<file path="src/rtl/keypad_scanner.sv">
// Scans a 4x4 active-low matrix keypad, debounces press and release, and
// hands the translated hex key to the processor through a valid/ack slot.
module keypad_scanner #(
    parameter int SCAN_DIV = 1000,
    parameter int DEBOUNCE = 4
) (
    input  logic        clk,
    input  logic        rst,
    input  logic [3:0]  row_in,
    output logic [3:0]  col_out,
    output logic [15:0] key_code,
    output logic        key_valid,
    input  logic        key_ack,
    output logic        key_pressed,
    output logic        overrun
);

    localparam int DIV_W = (SCAN_DIV > 2) ? $clog2(SCAN_DIV) : 1;
    localparam int DBN_W = $clog2(DEBOUNCE + 1);
    localparam logic [DIV_W-1:0] DIV_LAST = DIV_W'(SCAN_DIV - 1);
    localparam logic [DBN_W-1:0] DBN_LAST = DBN_W'(DEBOUNCE - 1);

    typedef enum logic [1:0] {
        ST_SCAN,
        ST_DEBOUNCE_DN,
        ST_PRESS_OK,
        ST_HELD
    } state_t;

    state_t           state, state_nxt;
    logic [DIV_W-1:0] div_cnt, div_nxt;
    logic [DBN_W-1:0] match_cnt, match_nxt;
    logic [1:0]       col, col_nxt;
    logic [1:0]       cap_row, cap_row_nxt;
    logic [3:0]       col_out_nxt;
    logic [15:0]      code_nxt;
    logic             valid_nxt, pressed_nxt, overrun_nxt;
    logic             sample, any_low, cap_low, advance;
    logic [1:0]       low_row;

    // Keypad legend; '*' and '#' are reported as E and F.
    function automatic logic [3:0] key_map(input logic [1:0] r, input logic [1:0] c);
        case ({r, c})
            4'b00_00: key_map = 4'h1;
            4'b00_01: key_map = 4'h2;
            4'b00_10: key_map = 4'h3;
            4'b00_11: key_map = 4'hA;
            4'b01_00: key_map = 4'h4;
            4'b01_01: key_map = 4'h5;
            4'b01_10: key_map = 4'h6;
            4'b01_11: key_map = 4'hB;
            4'b10_00: key_map = 4'h7;
            4'b10_01: key_map = 4'h8;
            4'b10_10: key_map = 4'h9;
            4'b10_11: key_map = 4'hC;
            4'b11_00: key_map = 4'hE;
            4'b11_01: key_map = 4'h0;
            4'b11_10: key_map = 4'hF;
            default:  key_map = 4'hD;
        endcase
    endfunction

    assign sample  = (div_cnt == DIV_LAST);
    assign any_low = ~&row_in;
    assign cap_low = ~row_in[cap_row];

    always_comb begin
        if (!row_in[0])      low_row = 2'd0;
        else if (!row_in[1]) low_row = 2'd1;
        else if (!row_in[2]) low_row = 2'd2;
        else                 low_row = 2'd3;
    end

    // NOTE: every next-state value is defaulted to its current value first so
    // that no branch leaves a signal unassigned and no latch is inferred.
    always_comb begin
        state_nxt   = state;
        match_nxt   = match_cnt;
        cap_row_nxt = cap_row;
        code_nxt    = key_code;
        valid_nxt   = key_valid;
        pressed_nxt = key_pressed;
        overrun_nxt = overrun;
        advance     = 1'b0;
        div_nxt     = sample ? '0 : div_cnt + DIV_W'(1);

        if (key_ack && key_valid) begin
            valid_nxt   = 1'b0;
            overrun_nxt = 1'b0;
        end

        case (state)
            ST_SCAN: begin
                if (sample) begin
                    if (any_low) begin
                        cap_row_nxt = low_row;
                        if (DEBOUNCE == 1) begin
                            state_nxt = ST_PRESS_OK;
                        end else begin
                            match_nxt = DBN_W'(1);
                            state_nxt = ST_DEBOUNCE_DN;
                        end
                    end else begin
                        advance = 1'b1;
                    end
                end
            end
            ST_DEBOUNCE_DN: begin
                if (sample) begin
                    if (!cap_low) begin
                        match_nxt = '0;
                        state_nxt = ST_SCAN;
                        advance   = 1'b1;
                    end else if (match_cnt == DBN_LAST) begin
                        match_nxt = '0;
                        state_nxt = ST_PRESS_OK;
                    end else begin
                        match_nxt = match_cnt + DBN_W'(1);
                    end
                end
            end
            ST_PRESS_OK: begin
                // An ack arriving in this very cycle frees the slot for the new key.
                if (!key_valid || key_ack) begin
                    code_nxt  = {12'h000, key_map(cap_row, col)};
                    valid_nxt = 1'b1;
                end else begin
                    overrun_nxt = 1'b1;
                end
                pressed_nxt = 1'b1;
                match_nxt   = '0;
                state_nxt   = ST_HELD;
            end
            default: begin
                if (sample) begin
                    if (cap_low) begin
                        match_nxt = '0;
                    end else if (match_cnt == DBN_LAST) begin
                        match_nxt   = '0;
                        pressed_nxt = 1'b0;
                        state_nxt   = ST_SCAN;
                        advance     = 1'b1;
                    end else begin
                        match_nxt = match_cnt + DBN_W'(1);
                    end
                end
            end
        endcase

        col_nxt     = advance ? col + 2'd1 : col;
        col_out_nxt = ~(4'b0001 << col_nxt);
    end

    // NOTE: registers use non-blocking assignments; reset is synchronous and
    // active-low, and takes priority over every other update.
    always_ff @(posedge clk) begin
        if (!rst) begin
            state       <= ST_SCAN;
            div_cnt     <= '0;
            match_cnt   <= '0;
            col         <= 2'd0;
            cap_row     <= 2'd0;
            col_out     <= 4'b1110;
            key_code    <= 16'h0000;
            key_valid   <= 1'b0;
            key_pressed <= 1'b0;
            overrun     <= 1'b0;
        end else begin
            state       <= state_nxt;
            div_cnt     <= div_nxt;
            match_cnt   <= match_nxt;
            col         <= col_nxt;
            cap_row     <= cap_row_nxt;
            col_out     <= col_out_nxt;
            key_code    <= code_nxt;
            key_valid   <= valid_nxt;
            key_pressed <= pressed_nxt;
            overrun     <= overrun_nxt;
        end
    end

endmodule

</file>
<file path="config.mk">
export PLATFORM = sky130hd
export DESIGN_NAME = keypad_scanner
export DESIGN_NICKNAME = d
export VERILOG_FILES = /design/src/rtl/keypad_scanner.sv
export SDC_FILE = /design/constraint.sdc
export NUM_CORES = 1
export LEC_CHECK = 0
export CELL_PAD_IN_SITES_DETAIL_PLACEMENT = 1
export CELL_PAD_IN_SITES_GLOBAL_PLACEMENT = 1
export CORE_ASPECT_RATIO = 1.5
export CORE_UTILIZATION = 39
export DETAILED_ROUTE_END_ITERATION = 7
export PLACE_DENSITY_LB_ADDON = 0.1
export SKIP_CTS_REPAIR_TIMING = 1
export SLEW_MARGIN = 20
export SYNTH_ARGS = -nofsm -noshare
export SYNTH_HDL_FRONTEND = slang
export SYNTH_SLANG_ARGS = --single-unit
</file>
<file path="constraint.sdc">
create_clock -name clk -period 2.5 [get_ports clk]
set_input_delay 0.25 -clock clk [delete_from_list [all_inputs] [get_ports clk]]
set_output_delay 0.25 -clock clk [all_outputs]
set_load 0.01 [all_outputs]
</file>
==> run_results.csv, run 1 <==
group,metric,value,unit
hold_path,hp-class,"flop to flop",
critical_path,cp.arrival,2.26,ns
placement,place.gp.congestion,0.807,
critical_path,ff2ff_path_depth,4,
die,dieHeight,83.3,µm
grt,grt_pass1_wl,6940,µm
critical_path,critPathRequiredTime,2.68,ns
cells_and_area,fin_util,0.466,
timing,maxSlewViolCount,0,
timing,finalHoldViolCount,0,
grt,grt_max_degree,16,
timing,timing.final.crit_share,0.832,
logic_synthesis,async_flop_share,0,
cells_and_area,seqCellArea,601,µm²
clock_network,clock-sinks,30,
critical_path,rrSetupSlack,0.42,ns
placement,portBuffers,17,
timing,slew_headroom,0.634,
grt,grt_pass1_vias,1494,
grt,grt_usage,0.187,
drt,routed_wirelength,4080,µm
run,drv_cap,0,
grt,use_met2,0.352,
power,power-per-cell-area,483,mW/mm²
clock_network,clk_pin_slew,0.07,ns
clock_network,cts_tree,"done",
critical_path,path_class,"flop to flop",
cells_and_area,syn_to_final_growth,14.1,%
critical_path,crit_path_start_kind,"flop",
drt,routedWlPerCell,15.7,µm
die,core,0.00421,mm²
logic_synthesis,yosysSeqAreaShare,0.350,
critical_path,reg2reg_to,"col_out[2]",
die,std_cell_rows,29,
cells_and_area,num_antenna_cells,0,
cells_and_area,nNetsFinal,226,
timing,setup_tns,0,ns
grt,grt_use_met3,0.0389,
hold_path,timing.hold.worst.start,"div_cnt[0]",
clock_network,htreeDepth,2,
timing,grt_setup_unrepaired,"false",
hold_path,hold_path_end,"div_cnt[0]",
drt,firstDrtPassIters,4,
critical_path,r2r-start,"cap_row[0]",
logic_synthesis,synth_edf_count,0,
logic_synthesis,yosys_warnings,0,
power,power_leakage,0.687,nW
placement,hpwl,3120,µm
critical_path,cp_max_fo,10,
cells_and_area,final_layout_size_suffix_gt1_frac,0.0986,
clock_network,clock_latency,0.28,ns
timing,setup_viol,0,
timing,skew,0.00605,ns
timing,tightest_slew,0.549,ns
cells_and_area,multiInputGateArea,991,µm²
grt,antenna_found_initial,0,
clock_network,cts_made_buffers,5,
logic_synthesis,syn_inst,196,
grt,grt_overflow,0,
logic_synthesis,synth-seq-cells,30,
die,dieArea,0.00468,mm²
grt,gr-max-usage-layer,"met2",
power,vdd_drop_max,388,µV
drt,postRouteAntennaNets,0,
logic_synthesis,synth_cell_types,46,
grt,grt_util_met1,0.195,
drt,vias,1425,
die,die_w,56.2,µm
clock_network,cts_buffer_depth,2,
timing,min_period,2.08,ns
cells_and_area,fillers,521,
drt,viasPerCell,5.50,
timing,fmax,480,MHz
logic_synthesis,synth_ff_type,"dfxtp_1",
die,io_pins,30,
logic_synthesis,syn_area_per_cell,8.76,µm²
critical_path,cp-end-kind,"flop",
die,start_util,0.408,
hold_path,hold-path-cell-count,1,
drt,drt-initial-drc-count,20,
clock_network,clock-root-buffer,"clkbuf_8",
outcome,status,"complete, no violations",
drt,drcViolationCount,0,
logic_synthesis,synthesis.area,0.00172,mm²
## cells by family (layout without fill, tap and decap cells)
group | count (synthesis) | in the layout | share of synthesized area
xor gates and xnor gates | 9 | 9 | 0.0459
adders and majority gates | 7 | 7 | 0.0510
muxes | 15 | 15 | 0.0976
and+or+nand+nor | 73 | 73 | 0.227
buffers and inverters | 29 | 35 | 0.0976
DFF | 30 | 30 | 0.350
other | 1 | 12 | 0.00218
AOI/OAI and AO/OA | 32 | 32 | 0.129
## sequential cells by signal, summed over array words and instances, names as in the netlist, 2 cells and up
signal	flops
col_out	4
col	2
state	2
cap_row	2
match_cnt	3
div_cnt	10
key_code	4
## cell usage in the layout, fill, tap and decap left out, types with 6 or more instances in the layout
master            n
nor2_1           17
nand3_1           9
dfxtp_1          30
ha_1              7
mux2i_1          10
nor3_1            6
clkbuf_8          6
conb_1           12
xnor2_1           7
inv_1             7
clkdlybuf4s50_1  17
nand2_1          18
a211oi_1          7
a21oi_1           9
## per-layer routing
| metal | up-vias | wire, µm |
|---|---|---|
| met5 | - | 0 |
| met4 | 0 | 80 |
| met3 | 7 | 93 |
| met2 | 17 | 2300 |
| met1 | 702 | 1600 |
| li1 | 699 | - |
## worst max path at each step
stage,start,endpoint,slack (ns),depth (start not counted)
after CTS,cap_row[0],col_out[2],0.40,4
final,cap_row[0],col_out[2],0.42,4
after global routing,cap_row[0],col_out[2],0.29,4
after floorplan,div_cnt[0],col_out[2],0.63,5
after global placement,row_in[1],col_out[2],0.31,5
after detailed placement,row_in[0],col_out[2],0.23,5
## synthesized netlist by cell type, types with 2 or more instances
cell type	n	share of area
dfxtp_1	30	0.35
nand2_1	18	0.039
nor2_1	17	0.037
buf_4	13	0.057
mux2i_1	10	0.058
a21oi_1	9	0.026
nand3_1	9	0.026
a211oi_1	7	0.031
ha_1	7	0.051
inv_1	7	0.015
xnor2_1	7	0.036
clkbuf_1	6	0.013
nor3_1	6	0.017
mux2_2	4	0.026
o21ai_0	4	0.012
and3_1	3	0.011
nand2b_1	3	0.011
and2_1	2	0.0073
buf_2	2	0.0058
nand4_1	2	0.0073
nor2b_1	2	0.0073
nor3b_1	2	0.0087
o211ai_1	2	0.0087
xor2_1	2	0.010
## report_power, final
part / total, W / internal [W] / switching, W
sequential: 0.000485 / 0.000482 / 0.00000337
clock: 0.000410 / 0.000222 / 0.000188
combinational: 0.0000517 / 0.0000187 / 0.0000330
total: 0.000947 / 0.000723 / 0.000224
## worst max-delay path: stages (launching register included)
cell     delay, ns
dfxtp_1       0.60
mux4_2        0.42
nor3_2        0.09
nor4_4        0.48
mux2_2        0.39
## area by class of cell
cell class              instances  area share
repair buffers                 20      0.0983
multi-input cells             148       0.506
well taps                      46      0.0294
clock buffers                   7      0.0441
clock inverters                 1     0.00255
flip-flops and latches         30       0.307
inverters                       7      0.0134
## per-stage QoR
stage / total power (W) / std cells / area (µm²) / hold slack, ns / worst slack [ns]
finish: 0.000947 / 259 / 1960 / 0.447 / 0.419
global route: 0.000980 / 259 / 1960 / 0.472 / 0.285
CTS: 0.000953 / 259 / 1960 / 0.450 / 0.401
detailed placement: 0.000548 / 251 / 1870 / 0.439 / 0.225
global placement: 0.000545 / 251 / 1870 / 0.429 / 0.311
floorplan: 0.000540 / 207 / 1760 / 0.350 / 0.634
Power figures use the tool's default switching activity.
==> run 2: changes to the inputs <==
- CORE_UTILIZATION: 39 -> 35
- clock period: 2.5 -> 1.84 ns (I/O delays scaled with it)
==> run_results.csv, run 2 (same netlist as run 1, synthesis figures left out) <==
group,metric,value,unit
drt,viasPerCell,5.10,
clock_network,cts_buffer_depth,2,
grt,grt_overflow,0,
die,die_w,59.2,µm
grt,grt_util_met1,0.199,
die,core,0.00462,mm²
grt,use_met2,0.361,
critical_path,cp_max_fo,5,
drt,vias,1500,
timing,min_period,1.75,ns
die,std_cell_rows,30,
placement,place.gp.congestion,0.917,
run,drv_cap,0,
power,pwr-share-seq,0.510,
cells_and_area,mostFrequentLayoutCells,"dfxtp_1, buf_4, nand2_1, nor2_1, clkdlybuf4s50_1",
cells_and_area,seqCellArea,604,µm²
drt,drcViolationCount,0,
grt,grt_use_met3,0.0517,
critical_path,slowest_delay,0.37,ns
clock_network,clock_latency,0.28,ns
cells_and_area,regMostFlops,"div_cnt",
cells_and_area,nNetsFinal,243,
critical_path,critPathRequiredTime,2.01,ns
die,io_pins,30,
power,power_leakage,0.785,nW
cells_and_area,syn_to_final_growth,25.7,%
power,power-per-cell-area,601,mW/mm²
timing,maxSlewViolCount,0,
cells_and_area,reg_top3,"div_cnt (10), col_out (4), key_code (4)",
critical_path,crit_path_start_kind,"flop",
die,start_util,0.372,
drt,postRouteAntennaNets,0,
timing,timing.final.crit_share,0.950,
timing,skew,0.00961,ns
power,p_comb_frac,0.067,
power,internal_power,0.000995,W
critical_path,path_class,"flop to flop",
timing,grt_setup_unrepaired,"false",
hold_path,hp-class,"flop to flop",
cells_and_area,fin_util,0.468,
power,net-switching-power,0.000303,W
power,total_power,0.00130,W
clock_network,clock-sinks,30,
drt,routed_wirelength,4430,µm
clock_network,cts_made_buffers,5,
placement,portBuffers,17,
outcome,status,"complete, no violations",
placement,dp_cells,285,
drt,firstDrtPassIters,3,
clock_network,clk_pin_slew,0.07,ns
clock_network,htreeDepth,2,
grt,grt_pass1_wl,7710,µm
cells_and_area,fin_cells,294,
critical_path,path_buf_inv,1,
cells_and_area,largest_register_ffs,10,
power,clkPwrFrac,0.423,
placement,hpwl,3460,µm
cells_and_area,num_antenna_cells,0,
clock_network,clock-root-buffer,"clkbuf_8",
grt,grt_max_degree,12,
critical_path,crit_chain,"and4bb_2, nand3_4, buf_6, nor4_4, mux2_2",
timing,setup_viol,0,
power,swShare,0.234,
timing,finalHoldViolCount,0,
grt,grt_usage,0.198,
cells_and_area,multiInputGateArea,0.00103,mm²
cells_and_area,layout_commonest_cell,"dfxtp_1",
drt,routedWlPerCell,15.1,µm
grt,gr-max-usage-layer,"met2",
timing,whs,0.452,ns
critical_path,cp.arrival,1.92,ns
critical_path,cp-end-kind,"flop",
grt,antenna_found_initial,0,
clock_network,cts_tree,"done",
grt,grt_pass1_vias,1693,
drt,drt-initial-drc-count,31,
critical_path,critPathTopFamily,"simple AND/OR/NAND/NOR gates",
cells_and_area,fillers,563,
die,dieHeight,87.8,µm
power,vdd_drop_max,381,µV
critical_path,cp_slowest_cell,"mux2_2",
cells_and_area,final_layout_size_suffix_gt1_frac,0.200,
die,dieArea,0.00520,mm²
timing,fmax,572,MHz
[run 2: cell count changes in the layout (fill, tap and decap cells not counted), sizes merged]
cell,delta
buf,+17
[run 2: final timing paths]
check,end,slack (ns),from,depth (start not counted)
worst max-delay path,col_out[3],0.09,div_cnt[3],5
worst max register to register,col_out[3],0.09,div_cnt[3],5
worst min-delay path,div_cnt[0],0.45,div_cnt[0],1
worst min register to register,div_cnt[0],0.45,div_cnt[0],1
[run 2: routing by layer]
| metal | vias to the layer above | part of all wire |
|---|---|---|
| li1 | 726 | - |
| met1 | 732 | 0.39 |
| met2 | 26 | 0.55 |
| met3 | 16 | 0.026 |
| met4 | 0 | 0.037 |
| met5 | - | 0 |
[run 2: power groups by stage]
stage / Sequential (W) / Clock, W / Combinational, W
3_3_place_gp: 0.000673 / 0 / 0.0000797
6_report: 0.000661 / 0.000549 / 0.0000875
3_5_place_dp: 0.000673 / 0 / 0.0000844
5_1_grt: 0.000661 / 0.000599 / 0.0000968
4_1_cts: 0.000659 / 0.000565 / 0.0000847
2_1_floorplan: 0.000673 / 0 / 0.0000610
[run 2: area by class of cell]
type / count / area share
Multi-Input combinational cell: 148 / 0.479
Sequential cell: 30 / 0.280
Timing Repair Buffer: 37 / 0.150
Clock buffer: 7 / 0.0400
Tap cell: 64 / 0.0371
Inverter: 7 / 0.0122
Clock inverter: 1 / 0.00232
[run 2: per-stage QoR]
step	setup slack [ns]	cell area, µm²	setup TNS, ns
CTS	-0.0529	2110	-0.195
detailed placement	-0.215	2020	-1.47
finish	0.0916	2160	0
floorplan	0.0232	1760	0
global route	0.00698	2160	0
global placement	-0.130	2020	-0.778
==> run 3: changes to the inputs <==
- CELL_PAD_IN_SITES_DETAIL_PLACEMENT: 1 -> 0
==> run_results.csv, run 3 (same netlist as run 1, synthesis figures left out) <==
group,metric,value,unit
outcome,status,"complete, no violations",
cells_and_area,largest_register_ffs,10,
timing,finalHoldViolCount,0,
grt,antenna_found_initial,0,
clock_network,htreeDepth,2,
placement,place_area,0.00202,mm²
timing,maxSlewViolCount,0,
cells_and_area,fin_util,0.460,
grt,grt_usage,0.178,
cells_and_area,syn_to_final_growth,23.6,%
power,vdd_drop_max,331,µV
clock_network,clock_latency,0.28,ns
timing,fmax,574,MHz
cells_and_area,regMostFlops,"div_cnt",
drt,postRouteAntennaNets,0,
drt,routed_wirelength,3990,µm
critical_path,path_buf_inv,0,
drt,firstDrtPassIters,4,
grt,grt_max_degree,12,
power,total_power,0.00129,W
placement,place.gp.congestion,0.917,
drt,viasPerCell,4.99,
clock_network,clock-sinks,30,
die,start_util,0.372,
drt,drt-initial-drc-count,72,
clock_network,cts_buffer_depth,2,
cells_and_area,postLayoutCellArea,0.00212,mm²
clock_network,cts_tree,"done",
power,power-per-cell-area,606,mW/mm²
die,die_w,59.2,µm
drt,drcViolationCount,0,
critical_path,cp.arrival,1.92,ns
timing,setup_tns,0,ns
grt,grt_pass1_wl,6880,µm
clock_network,clk_pin_slew,0.06,ns
grt,grt_pass1_vias,1512,
critical_path,slowest_delay,0.37,ns
hold_path,hp-class,"flop to flop",
drt,routedWlPerCell,13.6,µm
timing,timing.final.crit_share,0.948,
grt,grt_overflow,0,
critical_path,cp_slowest_cell,"mux2_2",
timing,setup_viol,0,
cells_and_area,nNetsFinal,242,
die,core,0.00462,mm²
run,drv_cap,0,
timing,skew,0.00727,ns
die,std_cell_rows,30,
cells_and_area,fillers,483,
timing,min_period,1.74,ns
critical_path,critPathRequiredTime,2.01,ns
timing,whs,0.415,ns
drt,vias,1462,
critical_path,crit_chain,"ha_2, nor3b_4, a221oi_2, nor4_4, mux2_2",
power,power_leakage,0.771,nW
hold_path,timing.hold.worst.start,"div_cnt[0]",
placement,portBuffers,17,
critical_path,path_class,"flop to flop",
cells_and_area,num_antenna_cells,0,
cells_and_area,final_layout_size_suffix_gt1_frac,0.183,
critical_path,cp-end-kind,"flop",
critical_path,cp_max_fo,4,
die,dieArea,0.00520,mm²
cells_and_area,mostFrequentLayoutCells,"dfxtp_1, buf_4, nand2_1, nor2_1, clkdlybuf4s50_1",
critical_path,crit_path_start_kind,"flop",
clock_network,cts_made_buffers,5,
die,dieHeight,87.8,µm
critical_path,critPathTopFamily,"simple AND/OR/NAND/NOR gates",
critical_path,r2r-start,"match_cnt[0]",
cells_and_area,layout_commonest_cell,"dfxtp_1",
critical_path,cp-startpoint,"match_cnt[0]",
clock_network,clock-root-buffer,"clkbuf_8",
die,io_pins,30,
placement,hpwl,3040,µm
cells_and_area,reg_top3,"div_cnt (10), col_out (4), key_code (4)",
## run 3: cell count changes in the layout (fill, tap and decap cells not counted)
cell / change
xnor2_1: +1
dfxtp_1: +1
ha_4: -1
nand3_4: -1
and3_4: -1
nor3b_4: +1
ha_2: +1
dfxtp_2: -1
nor3b_2: -1
xnor2_2: -1
nand3_2: +1
buf_6: -1
and3_1: +1
## run 3: area by class of cell
class / count / area [µm²] / area share
Clock buffer: 7 / 86.3 / 0.0407
Clock inverter: 1 / 5.00 / 0.00236
Timing Repair Buffer: 36 / 313 / 0.147
Inverter: 7 / 26.3 / 0.0124
Sequential cell: 30 / 603 / 0.284
Multi-Input combinational cell: 148 / 1010 / 0.476
Tap cell: 64 / 80.1 / 0.0377
## run 3: power by group
part / leakage (nW) / internal [W] / switching (W)
Sequential: 0.243 / 0.000655 / 0.00000324
Combinational: 0.480 / 0.0000353 / 0.0000483
Clock: 0.0482 / 0.000301 / 0.000243
## run 3: path summary, 6_finish.rpt
kind	end	slack, ns	cells past startpoint
max reg2reg	col_out[2]	0.1	5
max	col_out[2]	0.1	5
min	div_cnt[0]	0.42	1
min reg2reg	div_cnt[0]	0.42	1
## run 3: worst reg2reg max path: stages, from the launching register on
cell and delay, ns:
dfxtp_1 0.35, ha_2 0.20, nor3b_4 0.24, a221oi_2 0.12, nor4_4 0.35, mux2_2 0.37
## run 3: layer usage
layer,vias up,wire (µm),GRT usage
li1,731,-,-
met5,-,0,0
met2,27,2100,0.298
met1,695,1650,0.198
met3,9,138,0.0473
met4,0,99,0.102
## run 3: stage by stage
| stage | worst slack (ns) | std cells |
|---|---|---|
| after floorplan | 0.0232 | 207 |
| after global placement | -0.130 | 285 |
| after detailed placement | -0.180 | 285 |
| after CTS | -0.103 | 293 |
| after global routing | -0.00252 | 293 |
| final | 0.0963 | 293 |
==> variant, RTL diff (settings of run 2) <==
The parameter `DEBOUNCE` goes from 4 to 2.
--- a/src/rtl/keypad_scanner.sv
+++ b/src/rtl/keypad_scanner.sv
@@ -2,7 +2,7 @@
 // hands the translated hex key to the processor through a valid/ack slot.
 module keypad_scanner #(
     parameter int SCAN_DIV = 1000,
-    parameter int DEBOUNCE = 4
+    parameter int DEBOUNCE = 2
 ) (
     input  logic        clk,
     input  logic        rst,
Behaviour: no difference found for any inputs over 10 cycles, from zero or initial values and one cycle with rst low; that may be too few to reach the edited logic, so the function may still have changed.
==> variant against run 2 <==
- final area down 6.5%
- global-route usage down 0.25 points
- routed wire length down 5.1%
- core utilization about the same
- first-iteration DRC count up 9.7%
- count of clock-buffer cells in the layout down 2
- highest routed layer unchanged
- critical path type unchanged
- total power down 4.8%
- synthesized area down 6.7%
- sequential cell count down 1
- setup slack better by 48 ps
==> variant: results (changes against run 2) <==
* Layout cell share with drive strength beyond 1 at 18.1% (was 20.0%)
* Pre-CTS setup slack at -109 ps (was -215 ps)
* Hold Path Sink: key_code[1] (was div_cnt[0])
* Final net count at 239 (was 243)
* Ant. Diodes at 0 (unchanged)
* Flop2flop setup slack at 140 ps (was 90 ps)
* Flip-flop and latch area at 582 µm² (was 604 µm²)
* LEAKAGE at 0.771 nW (was 0.785 nW)
* Post-synth ARST share at 0% (unchanged)
* Cell area after placement at 1930 µm² (was 2020 µm²)
* Met3 global-route usage at 3.66% (was 5.17%)
* Via count at 1440 (was 1500)
* Hold Crit Start: key_code[1] (was div_cnt[0])
* Largest cells by area after synthesis: dfxtp_1, buf_4, ha_1, nor2_1, mux2i_1 (was dfxtp_1, mux2i_1, buf_4, ha_1, nand2_1)
* Crit-path slowest cell: mux4_2 (was mux2_2)
* Number of global-route vias before repair at 1580 (was 1693)
* Fillcell total at 537 (was 563)
* Post-synthesis adder-cell area fraction at 5.31% (was 5.10%)
* GRT met2 Usage at 36.6% (was 36.1%)
* Maximum VDD drop at 0.287 mV (was 0.381 mV)
* Metal3 WL at 103 µm (was 114 µm)
* Gr usage total at 19.6% (was 19.8%)
* Cells after Synth at 187 (was 196)
* Max frequency at 0.588 GHz (was 0.572 GHz)
* First-pass GRT wire length at 7.38 mm (was 7.71 mm)
* CP startpoint: cap_row[0] (was div_cnt[3])
* Met2 routed WL at 2.33 mm (was 2.42 mm)
* DR WL/cell at 15.4 µm (was 15.1 µm)
* Hold Path Class: reg -> reg (unchanged)
* Skew final at 6.85 ps (was 9.61 ps)
* Compound-Gate Fraction of Synth Area at 15.0% (was 12.9%)
* Family with the most delay on the worst path: multiplexers (was simple AND/OR/NAND/NOR gates)
* Drt pass-1 iters at 4 (was 3)
* Post-synthesis xor/xnor area fraction at 3.83% (was 4.59%)
* Placer Congestion at 0.783 (was 0.917)
* FF-to-FF path depth at 4 (was 5)
* Largest net degree at the start of global routing at 15 (was 12)
* Met1 Wirelength at 1.66 mm (was 1.73 mm)
* CP arrival at 1900 ps (was 1920 ps)
* Hpwl dp at 3.31 mm (was 3.46 mm)
* Met1 usage at 21.1% (was 19.9%)
* Synth cell count leaders: dfxtp_1, nor2_1, nand2_1, buf_4, nand3_1 (was dfxtp_1, nand2_1, nor2_1, buf_4, mux2i_1)
* WHS Path Cells at 2 (was 1)
* Top Metal Used: met4 (unchanged)
* Yosys cell types at 43 (was 46)
* Slowest stage delay, CP at 530 ps (was 370 ps)
* Mux contribution to synthesized area at 7.88% (was 9.76%)
* Outcome: finished clean (unchanged)
* Inst Count DP at 265 (was 285)
* Max FO, Critical Path at 4 (was 5)
* Setup crit end: state[0] (was col_out[3])
* Final Hold Slack at 469 ps (was 452 ps)
* DRT Wirelength at 4.20 mm (was 4.43 mm)
* Post-synthesis sequential area ratio at 36.2% (was 35.0%)
* Initial drt markers at 34 (was 31)
-- variant: cell types whose count changed after synthesis, sizes merged, moves of 2 or more --
| cell | delta |
|---|---|
| xnor2 | -2 |
| nand2 | -3 |
| nand4 | +2 |
| mux2i | -3 |
| a21oi | -2 |
| nor4 | -2 |
| nor2 | +2 |
| a211o | +2 |
| or3 | +3 |
| and4 | -2 |
| nand3 | +2 |
| nor3 | -3 |
| o21ai | +3 |
-- variant: report_power, final --
part,total (W),switching (W),internal (W)
registers,0.000637,0.00000388,0.000633
logic,0.0000836,0.0000478,0.0000358
clock network,0.000515,0.000255,0.000260
total,0.00124,0.000306,0.000929
-- variant: cell type report --
class                   instances  area share (%)
well taps                      46            2.85
inverters                       8            1.49
flip-flops and latches         29            28.8
clock buffers                   5            3.41
clock inverters                 3           0.868
repair buffers                 41            17.4
multi-input cells             141            45.2
-- variant: worst min-delay path, stage by stage, from the launching register on --
cell     delay, ps
dfxtp_1        320
nand2_1         60
a21oi_1         50
